===== src/rtl/sqacc_pkg.sv =====
// sqacc_pkg: shared types and widths for the square_accumulator slice.
//   state_e     : frame FSM states (ACCUM collects squares, HOLD presents sum)
//   SQ_W        : width of one square of a 3-bit operand
//   A_W         : operand width
//   FRAME_CNT_W : width of the delivered-frame counter
package sqacc_pkg;
   typedef enum logic {
      ACCUM = 1'b0,
      HOLD  = 1'b1
   } state_e;

   localparam int SQ_W        = 6;
   localparam int A_W         = 3;
   localparam int FRAME_CNT_W = 8;
endpackage


===== src/rtl/square_accumulator_if.sv =====
// square_accumulator_if: operand-in and frame-out handshakes.
//   in_valid/in_ready/a           : operand stream (producer -> accumulator)
//   out_valid/out_ready/sum       : frame result (accumulator -> consumer)
//   frame_cnt                     : completed frames delivered, wraps 255->0
// Modports: master = producer/consumer side, slave = accumulator side.
interface square_accumulator_if
   import sqacc_pkg::*;
#(
   parameter int ACC_W = 9
) ();
   logic                   in_valid;
   logic                   in_ready;
   logic [A_W-1:0]         a;
   logic                   out_valid;
   logic                   out_ready;
   logic [ACC_W-1:0]       sum;
   logic [FRAME_CNT_W-1:0] frame_cnt;

   modport master (
      output in_valid, a, out_ready,
      input  in_ready, out_valid, sum, frame_cnt
   );

   modport slave (
      input  in_valid, a, out_ready,
      output in_ready, out_valid, sum, frame_cnt
   );
endinterface


===== src/rtl/sq3_unit.sv =====
// sq3_unit: combinational 3-bit -> 6-bit squarer.
//   a_i  : unsigned operand
//   sq_o : a_i * a_i (0,1,4,9,16,25,36,49)
module sq3_unit
   import sqacc_pkg::*;
(
   input  logic [A_W-1:0]  a_i,
   output logic [SQ_W-1:0] sq_o
);
   always_comb begin
      sq_o = '0;
      case (a_i)
         3'd0:    sq_o = 6'd0;
         3'd1:    sq_o = 6'd1;
         3'd2:    sq_o = 6'd4;
         3'd3:    sq_o = 6'd9;
         3'd4:    sq_o = 6'd16;
         3'd5:    sq_o = 6'd25;
         3'd6:    sq_o = 6'd36;
         3'd7:    sq_o = 6'd49;
         default: sq_o = '0;
      endcase
   end
endmodule


===== src/rtl/square_accumulator.sv =====
// square_accumulator: sums N_SAMPLES squares of a 3-bit operand stream into
// one frame result and presents it on a valid/ready handshake.
//   clk   : rising-edge clock
//   rst_n : synchronous active-low reset
//   clr   : synchronous frame abort (ignored while a result is held)
//   bus   : square_accumulator_if.slave (operand in, frame sum out,
//           delivered-frame counter)
// Optional feature: define SQACC_SAT_EN to clamp each addition at
// 2^ACC_W - 1 instead of wrapping modulo 2^ACC_W.
module square_accumulator
   import sqacc_pkg::*;
#(
   parameter int N_SAMPLES = 8,
   parameter int ACC_W     = 9
) (
   input  logic                  clk,
   input  logic                  rst_n,
   input  logic                  clr,
   square_accumulator_if.slave   bus
);
   localparam int               CNT_W = $clog2(N_SAMPLES + 1);
   localparam logic [CNT_W-1:0] LAST  = CNT_W'(N_SAMPLES - 1);

   state_e                 state_q;
   logic [ACC_W-1:0]       acc_q;
   logic [ACC_W-1:0]       acc_d;
   logic [ACC_W-1:0]       sum_q;
   logic [CNT_W-1:0]       cnt_q;
   logic [FRAME_CNT_W-1:0] frame_cnt_q;
   logic                   out_valid_q;
   logic [SQ_W-1:0]        sq;

   sq3_unit u_sq (
      .a_i  (bus.a),
      .sq_o (sq)
   );

   // Ready depends only on state and clr, never on in_valid.
   assign bus.in_ready  = rst_n && (state_q == ACCUM) && !clr;
   assign bus.out_valid = out_valid_q;
   assign bus.sum       = sum_q;
   assign bus.frame_cnt = frame_cnt_q;

`ifdef SQACC_SAT_EN
   localparam int SUM_W = ACC_W + 1;
   logic [SUM_W-1:0] acc_wide;

   // One extra bit catches the carry; once clamped, acc stays at all-ones
   // because every later square is non-negative.
   always_comb begin
      acc_wide = {1'b0, acc_q} + SUM_W'(sq);
      acc_d    = acc_wide[ACC_W] ? '1 : acc_wide[ACC_W-1:0];
   end
`else
   always_comb begin
      acc_d = acc_q + ACC_W'(sq);
   end
`endif

   always_ff @(posedge clk) begin
      if (!rst_n) begin
         state_q     <= ACCUM;
         acc_q       <= '0;
         sum_q       <= '0;
         cnt_q       <= '0;
         frame_cnt_q <= '0;
         out_valid_q <= 1'b0;
      end else begin
         case (state_q)
            ACCUM: begin
               if (clr) begin
                  acc_q <= '0;
                  cnt_q <= '0;
               end else if (bus.in_valid) begin
                  if (cnt_q == LAST) begin
                     sum_q       <= acc_d;
                     acc_q       <= '0;
                     cnt_q       <= '0;
                     out_valid_q <= 1'b1;
                     state_q     <= HOLD;
                  end else begin
                     acc_q <= acc_d;
                     cnt_q <= cnt_q + CNT_W'(1);
                  end
               end
            end
            HOLD: begin
               if (bus.out_ready) begin
                  out_valid_q <= 1'b0;
                  frame_cnt_q <= frame_cnt_q + FRAME_CNT_W'(1);
                  state_q     <= ACCUM;
               end
            end
            default: state_q <= ACCUM;
         endcase
      end
   end
endmodule


===== src/flat_wrapper.sv =====
// flat-port wrapper written by rule: the top's interface ports become plain ports
module square_accumulator_flat import sqacc_pkg::*;
#(
   parameter int N_SAMPLES = 8,
   parameter int ACC_W     = 9
)
  (clk, rst_n, clr, bus_in_valid, bus_a, bus_out_ready, bus_in_ready, bus_out_valid, bus_sum, bus_frame_cnt);
  square_accumulator_if #(.ACC_W(ACC_W)) bus_i ();
  input  logic clk;
  input  logic rst_n;
  input  logic clr;
  input wire logic [$bits(bus_i.in_valid)-1:0] bus_in_valid;
  input wire logic [$bits(bus_i.a)-1:0] bus_a;
  input wire logic [$bits(bus_i.out_ready)-1:0] bus_out_ready;
  output wire logic [$bits(bus_i.in_ready)-1:0] bus_in_ready;
  output wire logic [$bits(bus_i.out_valid)-1:0] bus_out_valid;
  output wire logic [$bits(bus_i.sum)-1:0] bus_sum;
  output wire logic [$bits(bus_i.frame_cnt)-1:0] bus_frame_cnt;
  assign bus_i.in_valid = bus_in_valid;
  assign bus_i.a = bus_a;
  assign bus_i.out_ready = bus_out_ready;
  assign bus_in_ready = bus_i.in_ready;
  assign bus_out_valid = bus_i.out_valid;
  assign bus_sum = bus_i.sum;
  assign bus_frame_cnt = bus_i.frame_cnt;
  square_accumulator #(.N_SAMPLES(N_SAMPLES), .ACC_W(ACC_W)) u_core (.clk(clk), .rst_n(rst_n), .clr(clr), .bus(bus_i));
endmodule

===== config.mk =====
export PLATFORM = sky130hd
export DESIGN_NAME = square_accumulator_flat
export DESIGN_NICKNAME = d
export VERILOG_FILES = /design/src/rtl/sqacc_pkg.sv /design/src/rtl/square_accumulator_if.sv /design/src/rtl/sq3_unit.sv /design/src/rtl/square_accumulator.sv /design/src/flat_wrapper.sv
export SDC_FILE = /design/constraint.sdc
export NUM_CORES = 1
export LEC_CHECK = 0
export CORE_MARGIN = 2
export CORE_UTILIZATION = 55
export DETAILED_ROUTE_END_ITERATION = 8
export DONT_BUFFER_PORTS = 1
export PLACE_DENSITY_LB_ADDON = 0.15
export SKIP_CTS_REPAIR_TIMING = 1
export SLEW_MARGIN = 20
export SYNTH_ARGS = -nofsm -noshare
export SYNTH_HDL_FRONTEND = slang
export SYNTH_SLANG_ARGS = --single-unit

===== constraint.sdc =====
create_clock -name clk -period 2.1 [get_ports clk]
set_input_delay 0.42 -clock clk [delete_from_list [all_inputs] [get_ports clk]]
set_output_delay 0.42 -clock clk [all_outputs]
set_load 0.005 [all_outputs]

==> results.txt <==
* Run status: finished clean
* Via count of the routed design: 1349
- Synthesized netlist net count: 194
- Yosys instantiated no cell more often than sky130_fd_sc_hd__dfxtp_1.
* Worst-case clock buffer depth: 2
* Worst path buffer plus inverter count: 0
* Leakage component of the power: 0.0006593 uW
- Summed over all instances, the cell type with the most area after synthesis is sky130_fd_sc_hd__dfxtp_1.
* Clock transition at path regs: 0.10 ns
- TritonCTS sink count: 32
- In the final layout, the share of cells above drive strength 1 is 11.29%.
* Mean area per synthesized cell: 8.843 um2
- Worst-skew pair later-pin latency: 0.33 ns
- The net count of the finished layout is 201.
- IR drop worst, VDD: 0.0005405 V
- Height of the chip: 57.50 um
* Commonest cells in the netlist: 32 x sky130_fd_sc_hd__dfxtp_1, 18 x sky130_fd_sc_hd__nand2_1, 16 x sky130_fd_sc_hd__nor2_1
- Crit end category: flop
* Share of the synthesized area in the top cell type: 40.70%
- GP Congestion: 0.7556
* Dominant synthesized flop cell: sky130_fd_sc_hd__dfxtp_1
* DRC errors left: 0
* Root Buffer: sky130_fd_sc_hd__clkbuf_4
* Minimum hold slack: 0.2119 ns
- Data on the critical path is required at its endpoint by 2.35 ns.
- Delay-heaviest family, CP: compound AO/OA/AOI/OAI gates
* Floorplan die width: 57.50 um
* Vias/cell: 6.217
- Clock skew on the completed layout was measured at 0.006924 ns.
- First-pass GRT wire length: 5692 um
- By instance count, the cell type seen most on the critical path is sky130_fd_sc_hd__ha_1.
- In the final routed layout, each cell accounts on average for 15.31 um.
* Critical Path Start Type: flop
* Port buffer count: 0
* Unrepaired setup endpoints after global routing: false
* Violation count after the first detailed-routing iteration: 59
- Deepest level of the CTS H-tree: 2
- Count of maximum capacitance violations: 0
- TritonCTS built the clock tree.
- Counting every instance in the synthesized netlist gives 178.
- The pre-antenna-repair detailed-routing pass consisted of 4 iterations.
- Final core utilization: 63.43%
* Post-route setup TNS: 0 ns
- After synthesis, the netlist uses 38 different library cells.
- Based on the critical path, the design can be clocked at up to 549.5 MHz.
- Crit path kind: flop to flop
* Number of cells in the design after placement: 209
- For this configuration, the core starts out at a cell density of 57.57%.
- Entering global routing, the biggest net connects 18 pins.
* Count of antenna-violating nets left after detailed routing: 0
- Share of synthesized registers carrying an async set or reset: 0%
- Shortest clock period the worst path allows after layout: 1.820 ns
* Post-Route WL: 3323 um
* Post-synthesis cell area: 0.001574 mm2
- Sequential cell area fraction in the yosys report: 40.70%
- Share of the clock period used by the worst path after layout: 86.66%
- Counting flops with a built-in enable in the synthesized netlist gives 0.
- The largest individual stage delay along the critical path comes from the cell sky130_fd_sc_hd__a221oi_4.
* Vias in the first global route: 1275
* Total count of max-transition violations in the final report: 0
* Remaining max-slew budget at the tightest pin: 65.38%
- Antenna violations before repair: 0
* Final count of negative-setup-slack endpoints: 0
- Class of the worst hold path: input port to flop
- Total GRT Usage: 22.34%
* Non-filler instance count after layout: 217
- Of all nets on the critical path, the largest fanout is 7.
- Synth top area cells: sky130_fd_sc_hd__dfxtp_1 41%, sky130_fd_sc_hd__ha_1 6.4%, sky130_fd_sc_hd__xor2_1 5.0%
- At the pin with the least slew margin, the transition time is 0.5187 ns.
- STA puts the critical path data arrival time at 2.07 ns.
- Final hold violations: 0
- Dpl hpwl: 2371 um
- Total congestion overflow: 0
* Number of storage elements in the synthesis netlist: 32
- Compared with the post-synthesis result, the final layout area differs by 10.17%.
- The die covers 0.003306 mm2.
* CP cell instances: ha_1 > ha_1 > a21o_1 > a221oi_4 > o21ai_0 > a311oi_1
* Core area: 0.002734 mm2
* Delay of the slowest cell on the worst path: 0.37 ns
* Total power after layout: 1224 uW
- During I/O placement, the number of pins put on the boundary was 27.
* Count of standard-cell rows: 19
* Inserted Clock Buffers: 5
* Number of diodes added for antenna fixing: 0
- Power density over the cells: 706.0 mW/mm2
* Syn. warnings: 0
==> area by class of cell <==
class | count | area [um2]
Sequential cell | 32 | 640.6
Fill cell | 233 | 999.7
Inverter | 2 | 7.507
Timing Repair Buffer | 7 | 52.55
Clock inverter | 1 | 30.03
Multi-Input combinational cell | 137 | 899.6
Tap cell | 31 | 38.79
Clock buffer | 7 | 65.06
==> layout by cell type, fill, tap and decap left out, types with 3 or more instances in the layout <==
master                      n
sky130_fd_sc_hd__a21oi_1   11
sky130_fd_sc_hd__a22oi_1    5
sky130_fd_sc_hd__a31oi_1    4
sky130_fd_sc_hd__and2_1     4
sky130_fd_sc_hd__and3_1     3
sky130_fd_sc_hd__buf_4      7
sky130_fd_sc_hd__clkbuf_4   5
sky130_fd_sc_hd__dfxtp_1   32
sky130_fd_sc_hd__ha_1       8
sky130_fd_sc_hd__nand2_1   18
sky130_fd_sc_hd__nand3_1    7
sky130_fd_sc_hd__nand4_1    6
sky130_fd_sc_hd__nor2_1    16
sky130_fd_sc_hd__nor3_1     3
sky130_fd_sc_hd__o21ai_0    6
sky130_fd_sc_hd__o311ai_1   4
sky130_fd_sc_hd__or3_1      7
sky130_fd_sc_hd__xor2_1     9
==> power breakdown <==
group	total (uW)	switching, uW	internal [uW]
clock	531	215	316
sequential	614	3.09	611
combinational	79.7	47.2	32.4
==> through the flow <==
step / worst slack, ns / cell area, um2
after floorplan: 0.1076 / 1574
after global placement: 0.07006 / 1639
after detailed placement: -0.03375 / 1639
after CTS: 0.2817 / 1734
after global routing: 0.1011 / 1734
final: 0.2802 / 1734
==> final timing paths <==
check | from | end | slack, ns | cells after the start
setup / recovery | u_core.acc_q[0]$_SDFFE_PN0P_ | u_core.bus.sum[8]$_SDFFE_PN0P_ | 0.28 | 6
setup reg to reg | u_core.acc_q[0]$_SDFFE_PN0P_ | u_core.bus.sum[8]$_SDFFE_PN0P_ | 0.28 | 6
hold reg to reg | u_core.bus.sum[1]$_SDFFE_PN0P_ | u_core.bus.sum[1]$_SDFFE_PN0P_ | 0.49 | 2
hold / removal | rst_n | u_core.bus.sum[7]$_SDFFE_PN0P_ | 0.21 | 2
==> state kept, by name (all words and copies together) (netlist names) <==
register              cells
u_core.acc_q              9
u_core.bus.sum            9
u_core.bus.frame_cnt      8
u_core.cnt_q              4
u_core.bus.out_valid      1
u_core.state_q            1
==> metal layers <==
layer,GRT usage (%),vias up,wire length (um)
li1,-,661,-
met1,26.68,639,1462
met2,36.20,43,1581
met3,8.617,6,221
met4,8.638,0,57
met5,0,-,0
==> cells by family (layout without fill, tap and decap cells) <==
group	after synthesis	count (layout)	share of synthesized area, %
AND/OR/NAND/NOR	77	77	26.31
XOR/XNOR	11	11	6.121
buffers and inverters	9	17	2.147
flip-flops	32	32	40.70
AO/OA/AOI/OAI	41	41	18.36
adder cells (fa/ha/maj)	8	8	6.360
(Power assumes the default switching activity.)
